File: src/rtl/fifo_pkg.sv
// Shared constants and the drain FSM state type for the FIFO drain block.
// The drain pops one wide FIFO entry and emits it one word (lane) at a time.
package fifo_pkg;

    localparam int FIFO_WIDTH_ADR  = 2;
    localparam int FIFO_WIDTH_WORD = 72;
    localparam int FIFO_LANES      = 4;
    localparam int FIFO_DEPTH      = 2 ** FIFO_WIDTH_ADR;

    typedef enum logic [1:0] {
        IDLE  = 2'd0,
        FETCH = 2'd1,
        WAIT  = 2'd2,
        SHIFT = 2'd3
    } state_e;

endpackage

File: src/rtl/fifo_drain_if.sv
// Bundle of FIFO-side and stream-side signals for fifo_drain.
// The master modport is the environment (FIFO producer plus downstream sink).
// The slave modport is the drain block itself.
interface fifo_drain_if #(
    parameter int WIDTH_ADR  = fifo_pkg::FIFO_WIDTH_ADR,
    parameter int WIDTH_WORD = fifo_pkg::FIFO_WIDTH_WORD,
    parameter int LANES      = fifo_pkg::FIFO_LANES
) ();
    import fifo_pkg::*;

    logic                        fifo_write_en;
    logic                        fifo_read_en;
    logic [WIDTH_WORD*LANES-1:0] fifo_read_dt;
    // A word transfers on every rising clk edge where out_valid && out_ready are both high.
    // While out_valid is high and out_ready is low, out_data and out_last hold their values.
    logic                        out_valid;
    logic                        out_ready;
    logic [WIDTH_WORD-1:0]       out_data;
    logic                        out_last;
    logic [WIDTH_ADR:0]          count;
    logic                        overflow;
    state_e                      state;

    modport master (
        output fifo_write_en, fifo_read_dt, out_ready,
        input  fifo_read_en, out_valid, out_data, out_last, count, overflow, state
    );

    modport slave (
        input  fifo_write_en, fifo_read_dt, out_ready,
        output fifo_read_en, out_valid, out_data, out_last, count, overflow, state
    );

endinterface

File: src/rtl/fifo_drain_occ_counter.sv
// Saturating up/down count of entries held in the FIFO.
// A sticky overflow flag is raised by any write that lands on a full FIFO.
module occ_counter #(
    parameter int WIDTH_ADR = fifo_pkg::FIFO_WIDTH_ADR
) (
    input  logic               clk,
    input  logic               rst,
    input  logic               inc_i,
    input  logic               dec_i,
    output logic [WIDTH_ADR:0] count_o,
    output logic               overflow_o
);

    localparam logic [WIDTH_ADR:0] DEPTH = {1'b1, {WIDTH_ADR{1'b0}}};
    localparam logic [WIDTH_ADR:0] ONE   = {{WIDTH_ADR{1'b0}}, 1'b1};

    logic [WIDTH_ADR:0] count_q, count_d;
    logic               overflow_q, overflow_d;

    always_ff @(posedge clk or posedge rst) begin
        if (rst) begin
            count_q    <= '0;
            overflow_q <= 1'b0;
        end else begin
            count_q    <= count_d;
            overflow_q <= overflow_d;
        end
    end

    // A write and a read in the same cycle cancel, even when the FIFO is full.
    always_comb begin
        count_d    = count_q;
        overflow_d = overflow_q;
        if (inc_i && !dec_i) begin
            if (count_q == DEPTH) begin
                overflow_d = 1'b1;
            end else begin
                count_d = count_q + ONE;
            end
        end else if (dec_i && !inc_i && count_q != '0) begin
            count_d = count_q - ONE;
        end
    end

    assign count_o    = count_q;
    assign overflow_o = overflow_q;

endmodule

File: src/rtl/fifo_drain.sv
// Pops one wide entry from the FIFO and streams it out lane 0 first.
// The stream is valid/ready; the entry is held while downstream stalls.
module fifo_drain
    import fifo_pkg::*;
#(
    parameter int WIDTH_ADR  = FIFO_WIDTH_ADR,
    parameter int WIDTH_WORD = FIFO_WIDTH_WORD,
    parameter int LANES      = FIFO_LANES
) (
    input  logic         clk,
    input  logic         rst,
    fifo_drain_if.slave  bus
);

    localparam int             LW        = (LANES > 1) ? $clog2(LANES) : 1;
    localparam int             EW        = WIDTH_WORD * LANES;
    localparam logic [LW-1:0]  LAST_LANE = LW'(LANES - 1);

    state_e             state_q, state_d;
    logic [LW-1:0]      lane_q, lane_d;
    logic [EW-1:0]      entry_q, entry_d;
    logic [WIDTH_ADR:0] count;
    logic               overflow;
    logic               read_en;

    occ_counter #(
        .WIDTH_ADR (WIDTH_ADR)
    ) u_occ (
        .clk        (clk),
        .rst        (rst),
        .inc_i      (bus.fifo_write_en),
        .dec_i      (read_en),
        .count_o    (count),
        .overflow_o (overflow)
    );

    always_ff @(posedge clk or posedge rst) begin
        if (rst) begin
            state_q <= IDLE;
            lane_q  <= '0;
            entry_q <= '0;
        end else begin
            state_q <= state_d;
            lane_q  <= lane_d;
            entry_q <= entry_d;
        end
    end

    // FETCH is only entered with count > 0, so the read strobe never hits an empty FIFO.
    always_comb begin
        state_d = state_q;
        lane_d  = lane_q;
        entry_d = entry_q;
        read_en = 1'b0;
        case (state_q)
            IDLE: begin
                if (count != '0) state_d = FETCH;
            end
            FETCH: begin
                read_en = 1'b1;
                state_d = WAIT;
            end
            WAIT: begin
                entry_d = bus.fifo_read_dt;
                lane_d  = '0;
                state_d = SHIFT;
            end
            SHIFT: begin
                if (bus.out_ready) begin
                    if (lane_q == LAST_LANE) begin
                        state_d = (count != '0) ? FETCH : IDLE;
                    end else begin
                        lane_d = lane_q + LW'(1);
                    end
                end
            end
            default: state_d = IDLE;
        endcase
    end

    assign bus.fifo_read_en = read_en;
    assign bus.out_valid    = (state_q == SHIFT);
    assign bus.out_data     = (state_q == SHIFT) ? entry_q[lane_q*WIDTH_WORD +: WIDTH_WORD] : '0;
    assign bus.out_last     = (state_q == SHIFT) && (lane_q == LAST_LANE);
    assign bus.count        = count;
    assign bus.overflow     = overflow;
    assign bus.state        = state_q;

endmodule
File: src/flat_wrapper.sv
// flat-port wrapper written by rule: the top's interface ports become plain ports
module fifo_drain_flat import fifo_pkg::*;
#(
    parameter int WIDTH_ADR  = FIFO_WIDTH_ADR,
    parameter int WIDTH_WORD = FIFO_WIDTH_WORD,
    parameter int LANES      = FIFO_LANES
)
  (clk, rst, bus_fifo_write_en, bus_fifo_read_dt, bus_out_ready, bus_fifo_read_en, bus_out_valid, bus_out_data, bus_out_last, bus_count, bus_overflow, bus_state);
  fifo_drain_if #(.WIDTH_ADR(WIDTH_ADR), .WIDTH_WORD(WIDTH_WORD), .LANES(LANES)) bus_i ();
  input  logic clk;
  input  logic rst;
  input wire logic [$bits(bus_i.fifo_write_en)-1:0] bus_fifo_write_en;
  input wire logic [$bits(bus_i.fifo_read_dt)-1:0] bus_fifo_read_dt;
  input wire logic [$bits(bus_i.out_ready)-1:0] bus_out_ready;
  output wire logic [$bits(bus_i.fifo_read_en)-1:0] bus_fifo_read_en;
  output wire logic [$bits(bus_i.out_valid)-1:0] bus_out_valid;
  output wire logic [$bits(bus_i.out_data)-1:0] bus_out_data;
  output wire logic [$bits(bus_i.out_last)-1:0] bus_out_last;
  output wire logic [$bits(bus_i.count)-1:0] bus_count;
  output wire logic [$bits(bus_i.overflow)-1:0] bus_overflow;
  output wire logic [$bits(bus_i.state)-1:0] bus_state;
  assign bus_i.fifo_write_en = bus_fifo_write_en;
  assign bus_i.fifo_read_dt = bus_fifo_read_dt;
  assign bus_i.out_ready = bus_out_ready;
  assign bus_fifo_read_en = bus_i.fifo_read_en;
  assign bus_out_valid = bus_i.out_valid;
  assign bus_out_data = bus_i.out_data;
  assign bus_out_last = bus_i.out_last;
  assign bus_count = bus_i.count;
  assign bus_overflow = bus_i.overflow;
  assign bus_state = bus_i.state;
  fifo_drain #(.WIDTH_ADR(WIDTH_ADR), .WIDTH_WORD(WIDTH_WORD), .LANES(LANES)) u_core (.clk(clk), .rst(rst), .bus(bus_i));
endmodule
File: config.mk
export PLATFORM = sky130hd
export DESIGN_NAME = fifo_drain_flat
export DESIGN_NICKNAME = d
export VERILOG_FILES = /design/src/rtl/fifo_pkg.sv /design/src/rtl/fifo_drain_if.sv /design/src/rtl/fifo_drain_occ_counter.sv /design/src/rtl/fifo_drain.sv /design/src/flat_wrapper.sv
export SDC_FILE = /design/constraint.sdc
export NUM_CORES = 1
export LEC_CHECK = 0
export CORE_ASPECT_RATIO = 1.2
export CORE_MARGIN = 2
export CORE_UTILIZATION = 52
export DETAILED_ROUTE_END_ITERATION = 8
export GPL_TIMING_DRIVEN = 0
export HOLD_SLACK_MARGIN = 0.02
export PLACE_DENSITY = 0.86
export REMOVE_ABC_BUFFERS = 1
export SETUP_SLACK_MARGIN = 0.3
export SLEW_MARGIN = 0
export SYNTH_ARGS = -nofsm -noshare
export SYNTH_HDL_FRONTEND = slang
export SYNTH_SLANG_ARGS = --single-unit
File: constraint.sdc
create_clock -name clk -period 19.5 [get_ports clk]
set_input_delay 3.9 -clock clk [delete_from_list [all_inputs] [get_ports clk]]
set_output_delay 3.9 -clock clk [all_outputs]
set_load 0.02 [all_outputs]
Yosys cells after proc, flatten, opt, wreduce, memory -nomap -nowiden
Index checks and enable logic that the tools add are counted.
{"block": "word_totals", "regBits": 296, "word_cells": 47}
{"block": "op_classes", "addsub": 3, "multipliers": 1, "n_eq_ne": 10, "shift": 1, "mux": 13, "n_reduce_logical": 14}
{"operator": "$shiftx A288 B10 Y72", "count": 1}
{"operator": "$mux W72", "count": 1}
{"operator": "$mux W2", "count": 5}
{"operator": "$mux W3", "count": 3}
{"operator": "$pmux W2 S4", "count": 1}
{"operator": "$eq A2 B2 Y1 const B", "count": 3}
{"operator": "$mul A2 B4 Y6 const B", "count": 1}
{"operator": "$ne A2 B2 Y1 const B", "count": 3}
{"operator": "$reduce_and A3 Y1", "count": 2}
{"operator": "$logic_and A1 B1 Y1", "count": 4}
{"operator": "$ne A2 B1 Y1 const B", "count": 2}
{"operator": "$pmux W2 S2", "count": 1}
{"operator": "$reduce_and A2 Y1", "count": 2}
{"operator": "$reduce_bool A2 Y1", "count": 2}
{"operator": "$add A3 B1 Y3 const B", "count": 1}
{"operator": "$eq A3 B3 Y1 const B", "count": 1}
{"operator": "$reduce_bool A3 Y1", "count": 1}
{"operator": "$sub A3 B1 Y3 const B", "count": 1}
{"operator": "$add A2 B1 Y2 const B", "count": 1}
{"operator": "$eq A2 B1 Y1 const B", "count": 1}
{"operator": "$logic_not A1 Y1", "count": 2}
{"operator": "$logic_not A2 Y1", "count": 1}
{"operator": "$mux W1", "count": 2}

Logic depth before layout (Yosys ltp)
Gate-level depths: netlist of the first run.
{"block": "logic_depth", "ltp_word": 6, "mapped_depth": 8, "ltp_nobuf": 8}

By module
Synthesis of the first run repeated with hierarchy kept, for this count alone.
{"block": "hier_totals", "cells_unflattened": 834, "hier_area_um2": 13460.4}
{"module": "fifo_drain", "instances": 1, "cells_per_inst": 808, "area_each_um2": 13210.2, "seq_area_each_um2": 7307.0}
{"module": "occ_counter", "instances": 1, "cells_per_inst": 26, "area_each_um2": 250.2, "seq_area_each_um2": 100.1}

Worst setup path after synthesis of the first run
OpenSTA, ideal clock, no wires.
{"block": "synth_path", "path_kind": "input port to flip-flop", "start": "input bus_fifo_write_en", "end": "register u_core.u_occ.count_q[2], in the netlist u_core.u_occ.count_o[2]", "arrival_time_ps": 5440, "slack_ps": 13920, "path_stages": 7, "path_cell_list": "clkbuf_1 > nor2b_1 > inv_1 > fa_1 > or3b_2 > a21oi_1 > a211oi_1"}
{"block": "synth_via", "elab_chain_cells": 5, "word_cells_on_any_way": 8}
{"element": "start, declared", "line": "flat_wrapper.sv:12", "source": "input wire logic [$bits(bus_i.fifo_write_en)-1:0] bus_fifo_write_en;"}
{"element": "$logic_not A1 Y1", "line": "fifo_drain_occ_counter.sv:40", "source": "end else if (dec_i && !inc_i && count_q != '0) begin"}
{"element": "$logic_and A1 B1 Y1 (2 in series)", "line": "fifo_drain_occ_counter.sv:40"}
{"element": "$reduce_bool A2 Y1 (no source line)"}
{"element": "$reduce_and A2 Y1 (no source line)"}
{"element": "end signal, assigned", "line": "fifo_drain_occ_counter.sv:25", "source": "count_q <= count_d;"}
{"element": "end, declared", "line": "fifo_drain_occ_counter.sv:17", "source": "logic [WIDTH_ADR:0] count_q, count_d;"}
Several ways; a longest one is shown, not always the timed one.
A chain may end at the register's enable or synchronous reset.

Worst setup path after layout of the first run
{"block": "layout_path", "start": "register u_core.lane_q[1]", "end": "output bus_out_data[67]"}
{"block": "layout_via", "elab_chain_cells": 3}
{"element": "start, declared", "line": "fifo_drain.sv:20", "source": "logic [LW-1:0] lane_q, lane_d;"}
{"element": "start signal, assigned", "line": "fifo_drain.sv:44", "source": "lane_q <= lane_d;"}
{"element": "$mul A2 B4 Y6", "line": "fifo_drain.sv:83", "source": "assign bus.out_data = (state_q == SHIFT) ? entry_q[lane_q*WIDTH_WORD +: WIDTH_WORD] : '0;"}
{"element": "$shiftx A288 B10 Y72", "line": "fifo_drain.sv:83"}
{"element": "$mux W72", "line": "fifo_drain.sv:83"}
{"element": "end, declared", "line": "flat_wrapper.sv:17", "source": "output wire logic [$bits(bus_i.out_data)-1:0] bus_out_data;"}
No other way between the ends.

==> results.cfg, run 1 <==
[status]
status = finished clean

[placed_design]
gp_congestion = 0.8036
dp_hpwl_um = 22210
io_buffer_count = 372

[worst_setup_path]
critPathKind = reg2out
cp_max_fo = 42
worst_setup_path_end_kind = primary output
slowest_delay_ns = 0.99
cp_slowest_cell = dfrtp_4
arrival_ns = 3.19
cp_cell_sequence = buf_16 > mux4_2 > and2_1 > clkdlybuf4s50_1
startpoint_type = flop
cp.required_ns = 15.60

[sta]
tns_ns = 0
final-max-slew-violation-count = 0
skew_ns = 0.007435
tightest_slew_ns = 0.8935
hold_viol_final = 0
slew_headroom = 0.4043
fmax_ghz = 0.1409
fin_crit_sh = 0.3638
setup_viol = 0
period_needed_ns = 7.095
rsz0062_at_grt = false

[layout]
final_cell_mix = clkdlybuf4s50_1, dfrtp_1, mux2_2
seqCellArea_um2 = 7415
num-nets-final = 1493
final_common_cell = clkdlybuf4s50_1
fillCellCount = 1621
area_delta_synth_final_pct = 38.46
drive_gt1_frac = 0.3539
multiInputGateArea_um2 = 5688

[clock_tree]
cts_tree = built
cts_resized = 0
h-tree-depth = 1
clock_latency_ns = 0.55
clk_path_buf_depth = 3
cts_hold_buf = 0
cts_setup_buffers = 0
cts_buffers = 31
clk_pin_slew_ns = 0.06
ctsRootBufferMaster = clkbuf_16
cts_sinks = 296

[global_route]
grt_pass1_vias = 9568
grt.total_usage = 0.2409
antenna_found_initial = 5
grt_max_degree = 132
grt_pass1_wl_um = 51260
overflow = 0

[drt]
wirelength_um = 32330
drt-pass1-iter-count = 4
drc = 0
drt_iter0_drc = 315
routedWlPerCell_um = 20.83
vias = 8507
antenna_left = 0
via_per_inst = 5.481

[power_and_ir_drop]
seqPwrFrac = 0.365
p_comb_frac = 0.434
power.internal_w = 0.002149
powerDensity_nw_per_um2 = 167.2
peakVddDrop_uv = 114.4
power.leakage_nw = 7.350
total_power_w = 0.003112
power_switching_w = 0.0009623
clkPwrFrac = 0.201
switching_share = 0.3093

[synthesis]
ys_ff_latch = 296
seq_area_frac_synth = 0.5511
syn_inst = 838
synth.distinct_cells = 30
netlist_area_um2 = 13440
yosys_warnings = 0
synth_area_per_cell_um2 = 16.04

[floorplanning]
start_util = 0.5278
dieArea_um2 = 27150
num_rows = 64
die_w_um = 150.8
die_h_um = 180.1
ios = 373
core_region_area_um2 = 25460

[flow_run]
drv_cap = 0

[worst_hold_path]
hp-class = reg2reg
==> cell type report <==
class,count,share of cell area
diodes,4,0.0005379
clock buffers,40,0.04673
clock inverters,17,0.01204
inverters,7,0.001815
multi-input cells,477,0.3057
flip-flops and latches,296,0.3984
well taps,330,0.02219
repair buffers,381,0.2126
==> through the flow <==
step	util	std cells	setup slack [ns]	instance area, um2	hold slack [ns]
final	0.7308	1552	12.41	18610	0.4977
after global routing	0.7308	1552	12.22	18610	0.5131
after CTS	0.7304	1548	12.31	18600	0.4959
after detailed placement	0.6875	1491	12.91	17510	0.4739
after global placement	0.6767	1482	3.752	17230	0.4498
after floorplan	-	780	7.424	13100	0.4755
==> flip-flops by register name (all words and copies together), names as in the netlist <==
name / cells
u_core.u_occ.count_o: 3
u_core.u_occ.overflow_o: 1
u_core.bus.state: 2
u_core.entry_q: 288
u_core.lane_q: 2
==> per-layer routing <==
layer	GRT usage	part of all wire	vias up
met4	0.09720	0.044	0
met5	0	0	-
met2	0.4231	0.51	288
met1	0.2718	0.36	4343
met3	0.07266	0.084	92
li1	-	-	3784
==> power groups by stage <==
stage	logic, W	registers (W)	clock network [W]
CTS	0.00137	0.00114	0.000638
finish	0.00135	0.00114	0.000626
floorplan	0.00107	0.00109	0
detailed placement	0.00136	0.00115	0
global route	0.00145	0.00118	0.000666
global placement	0.00150	0.00115	0
==> critical path: cells and delay by family (launching register included) <==
| kind | cells | cell delay, ns |
|---|---|---|
| flops | 1 | 0.99 |
| mux | 1 | 0.53 |
| simple gates | 1 | 0.16 |
| buf+inv | 2 | 0.92 |
==> worst paths after layout <==
path,from,endpoint,slack (ns),cells past startpoint
min in group asynchronous,rst,u_core.entry_q[190],3.75,2
worst max-delay path,u_core.lane_q[1],bus_out_data[67],12.41,4
max in group asynchronous,rst,u_core.entry_q[169],14.81,3
worst min register to register,u_core.u_occ.overflow_o,u_core.u_occ.overflow_o,0.50,1
worst min-delay path,u_core.u_occ.overflow_o,u_core.u_occ.overflow_o,0.50,1
worst max register to register,u_core.bus.state[0],u_core.entry_q[268],16.54,6
==> cell usage after synthesis <==
master	n	area share
buf_2	35	0.013
nand2b_1	2	0.00093
dfrtp_1	296	0.55
a22oi_1	2	0.0011
nor2b_1	4	0.0019
or3b_2	1	0.00065
a31o_2	1	0.00065
a21oi_1	2	0.00074
nor2_1	4	0.0011
a2bb2oi_1	1	0.00065
mux2_2	289	0.24
ha_1	6	0.0056
fa_1	1	0.0015
nand3b_1	1	0.00056
o22ai_1	1	0.00047
nand2_1	3	0.00084
clkbuf_1	9	0.0025
o31a_1	2	0.0013
xnor2_1	1	0.00065
and2_1	73	0.034
mux2i_1	2	0.0015
buf_6	8	0.0067
nor3_1	1	0.00037
inv_1	7	0.0020
a221o_1	1	0.00074
a211oi_1	1	0.00056
o21ai_0	4	0.0015
buf_4	6	0.0034
xor2_1	2	0.0013
mux4_2	72	0.12
==> logic make-up (layout without fill, tap and decap cells) <==
| kind of cell | count (synthesis) | count (layout) | share of synthesized area |
|---|---|---|---|
| buf+inv | 65 | 445 | 0.02756 |
| fa+ha+maj | 7 | 7 | 0.007075 |
| mux | 363 | 363 | 0.3643 |
| flops | 296 | 296 | 0.5511 |
| simple gates | 89 | 89 | 0.04031 |
| compound gates | 15 | 15 | 0.007727 |
| other cells | 0 | 4 | 0 |
| xor+xnor | 3 | 3 | 0.001955 |
No activity file was read; power rests on OpenSTA's default activity.
==> run 2, diff against run 1 <==
- CORE_UTILIZATION: 52 -> 44
- PLACE_DENSITY: 0.86 -> 0.77
- clock period: 19.5 -> 6 ns (I/O delays scaled with it)
==> results.cfg, run 2 (synthesized netlist as in run 1, its figures left out) <==
[layout]
drive_gt1_frac = 0.3549
final_cell_mix = clkdlybuf4s50_1, dfrtp_1, mux2_2
num-nets-final = 1495
regMostFlops = u_core.entry_q
final_common_cell = clkdlybuf4s50_1
area_delta_synth_final_pct = 39.80
seqCellArea_um2 = 7415
fillCellCount = 2375
largest_reg_flops = 288
multiInputGateArea_um2 = 5688
final_area_um2 = 18790

[floorplanning]
dieArea_um2 = 31970
die_h_um = 195.5
num_rows = 70
ios = 373
core_region_area_um2 = 30300
die_w_um = 163.5
start_util = 0.4435

[worst_setup_path]
worst_setup_path_end_kind = primary output
rr_startpoint = u_core.bus.state[0]
rr_worst_depth = 6
regToRegSetupSlack_ns = 3.26
cp-endpoint = bus_out_data[47]
startpoint_type = flop
timing.rr.end = u_core.entry_q[91]
critical_path.startpoint = u_core.lane_q[1]
cp.required_ns = 4.80
cp_max_fo = 31
arrival_ns = 3.13
critPathKind = reg2out

[clock_tree]
cts_resized = 0
cts_buffers = 31
cts_tree = built
cts_setup_buffers = 0
cts_sinks = 296
clock_latency_ns = 0.55
ctsRootBufferMaster = clkbuf_16
clk_path_buf_depth = 3
cts_hold_buf = 0
clk_pin_slew_ns = 0.06
h-tree-depth = 1

[status]
status = finished clean

[sta]
rsz0062_at_grt = false
tightest_slew_ns = 0.7739
tns_ns = 0
setup_viol = 0
final-max-slew-violation-count = 0
setup_ws_ns = 1.670
fin_crit_sh = 0.7216
hold_viol_final = 0
skew_ns = 0.008509
slew_headroom = 0.4841
whs_ns = 0.4997
fmax_ghz = 0.2310
period_needed_ns = 4.330

[drt]
drt_iter0_drc = 371
via_per_inst = 5.208
wirelength_um = 32220
drc = 0
routedWlPerCell_um = 19.84
drt-pass1-iter-count = 4
antenna_left = 0
vias = 8458

[power_and_ir_drop]
powerDensity_nw_per_um2 = 540.7
peakVddDrop_uv = 425.4
power.leakage_nw = 7.401
total_power_w = 0.01016

[flow_run]
drv_cap = 0

[global_route]
grt_pass1_wl_um = 50510
grt_pass1_vias = 9371
antenna_found_initial = 9
grt.total_usage = 0.2018
overflow = 0
grt_max_degree = 130

[worst_hold_path]
worstHoldPathCells = 1
hp-class = reg2reg

[placed_design]
dp_hpwl_um = 22230
gp_congestion = 0.7685
io_buffer_count = 372
preCtsSetupSlack_ns = 2.200
placed_cell_area_um2 = 17640
## run 2: worst min-delay path by stage
stage                                       start                 endpoint  slack (ns)
after floorplan               u_core.entry_q[100]      u_core.entry_q[100]        0.48
after global placement    u_core.u_occ.overflow_o  u_core.u_occ.overflow_o        0.48
after detailed placement       u_core.entry_q[97]       u_core.entry_q[97]        0.49
after CTS                     u_core.entry_q[123]      u_core.entry_q[123]        0.50
after global routing          u_core.entry_q[105]      u_core.entry_q[105]        0.51
final                     u_core.u_occ.overflow_o  u_core.u_occ.overflow_o        0.50
## run 2: metrics by stage
stage / util / cells
global route: 0.6199 / 1623
global placement: 0.5714 / 1548
detailed placement: 0.5822 / 1559
finish: 0.6200 / 1624
CTS: 0.6194 / 1616
floorplan: - / 780
## run 2: power breakdown
group | internal (W) | switching [W] | total, W
clock | 0.00129 | 0.000791 | 0.00208
combinational | 0.00273 | 0.00170 | 0.00442
sequential | 0.00305 | 0.000607 | 0.00365
## run 2: metal layers
metal | track usage | part of all wire
met5 | 0 | 0.00084
met4 | 0.08934 | 0.041
met3 | 0.05501 | 0.073
met2 | 0.3502 | 0.51
met1 | 0.2327 | 0.37
## run 2: final cells by class
cell class / instances / share of cell area
Tap cell: 396 / 0.02637
Antenna cell: 8 / 0.001065
Sequential cell: 296 / 0.3946
Multi-Input combinational cell: 477 / 0.3027
Clock inverter: 12 / 0.009989
Timing Repair Buffer: 383 / 0.2135
Clock buffer: 45 / 0.04994
Inverter: 7 / 0.001798
## run 2: worst max-delay path, stage by stage (launching register included)
cell	delay [ns]
dfrtp_4	0.69
buf_16	0.28
buf_16	0.27
mux4_2	0.52
and2_1	0.17
clkdlybuf4s50_1	0.59
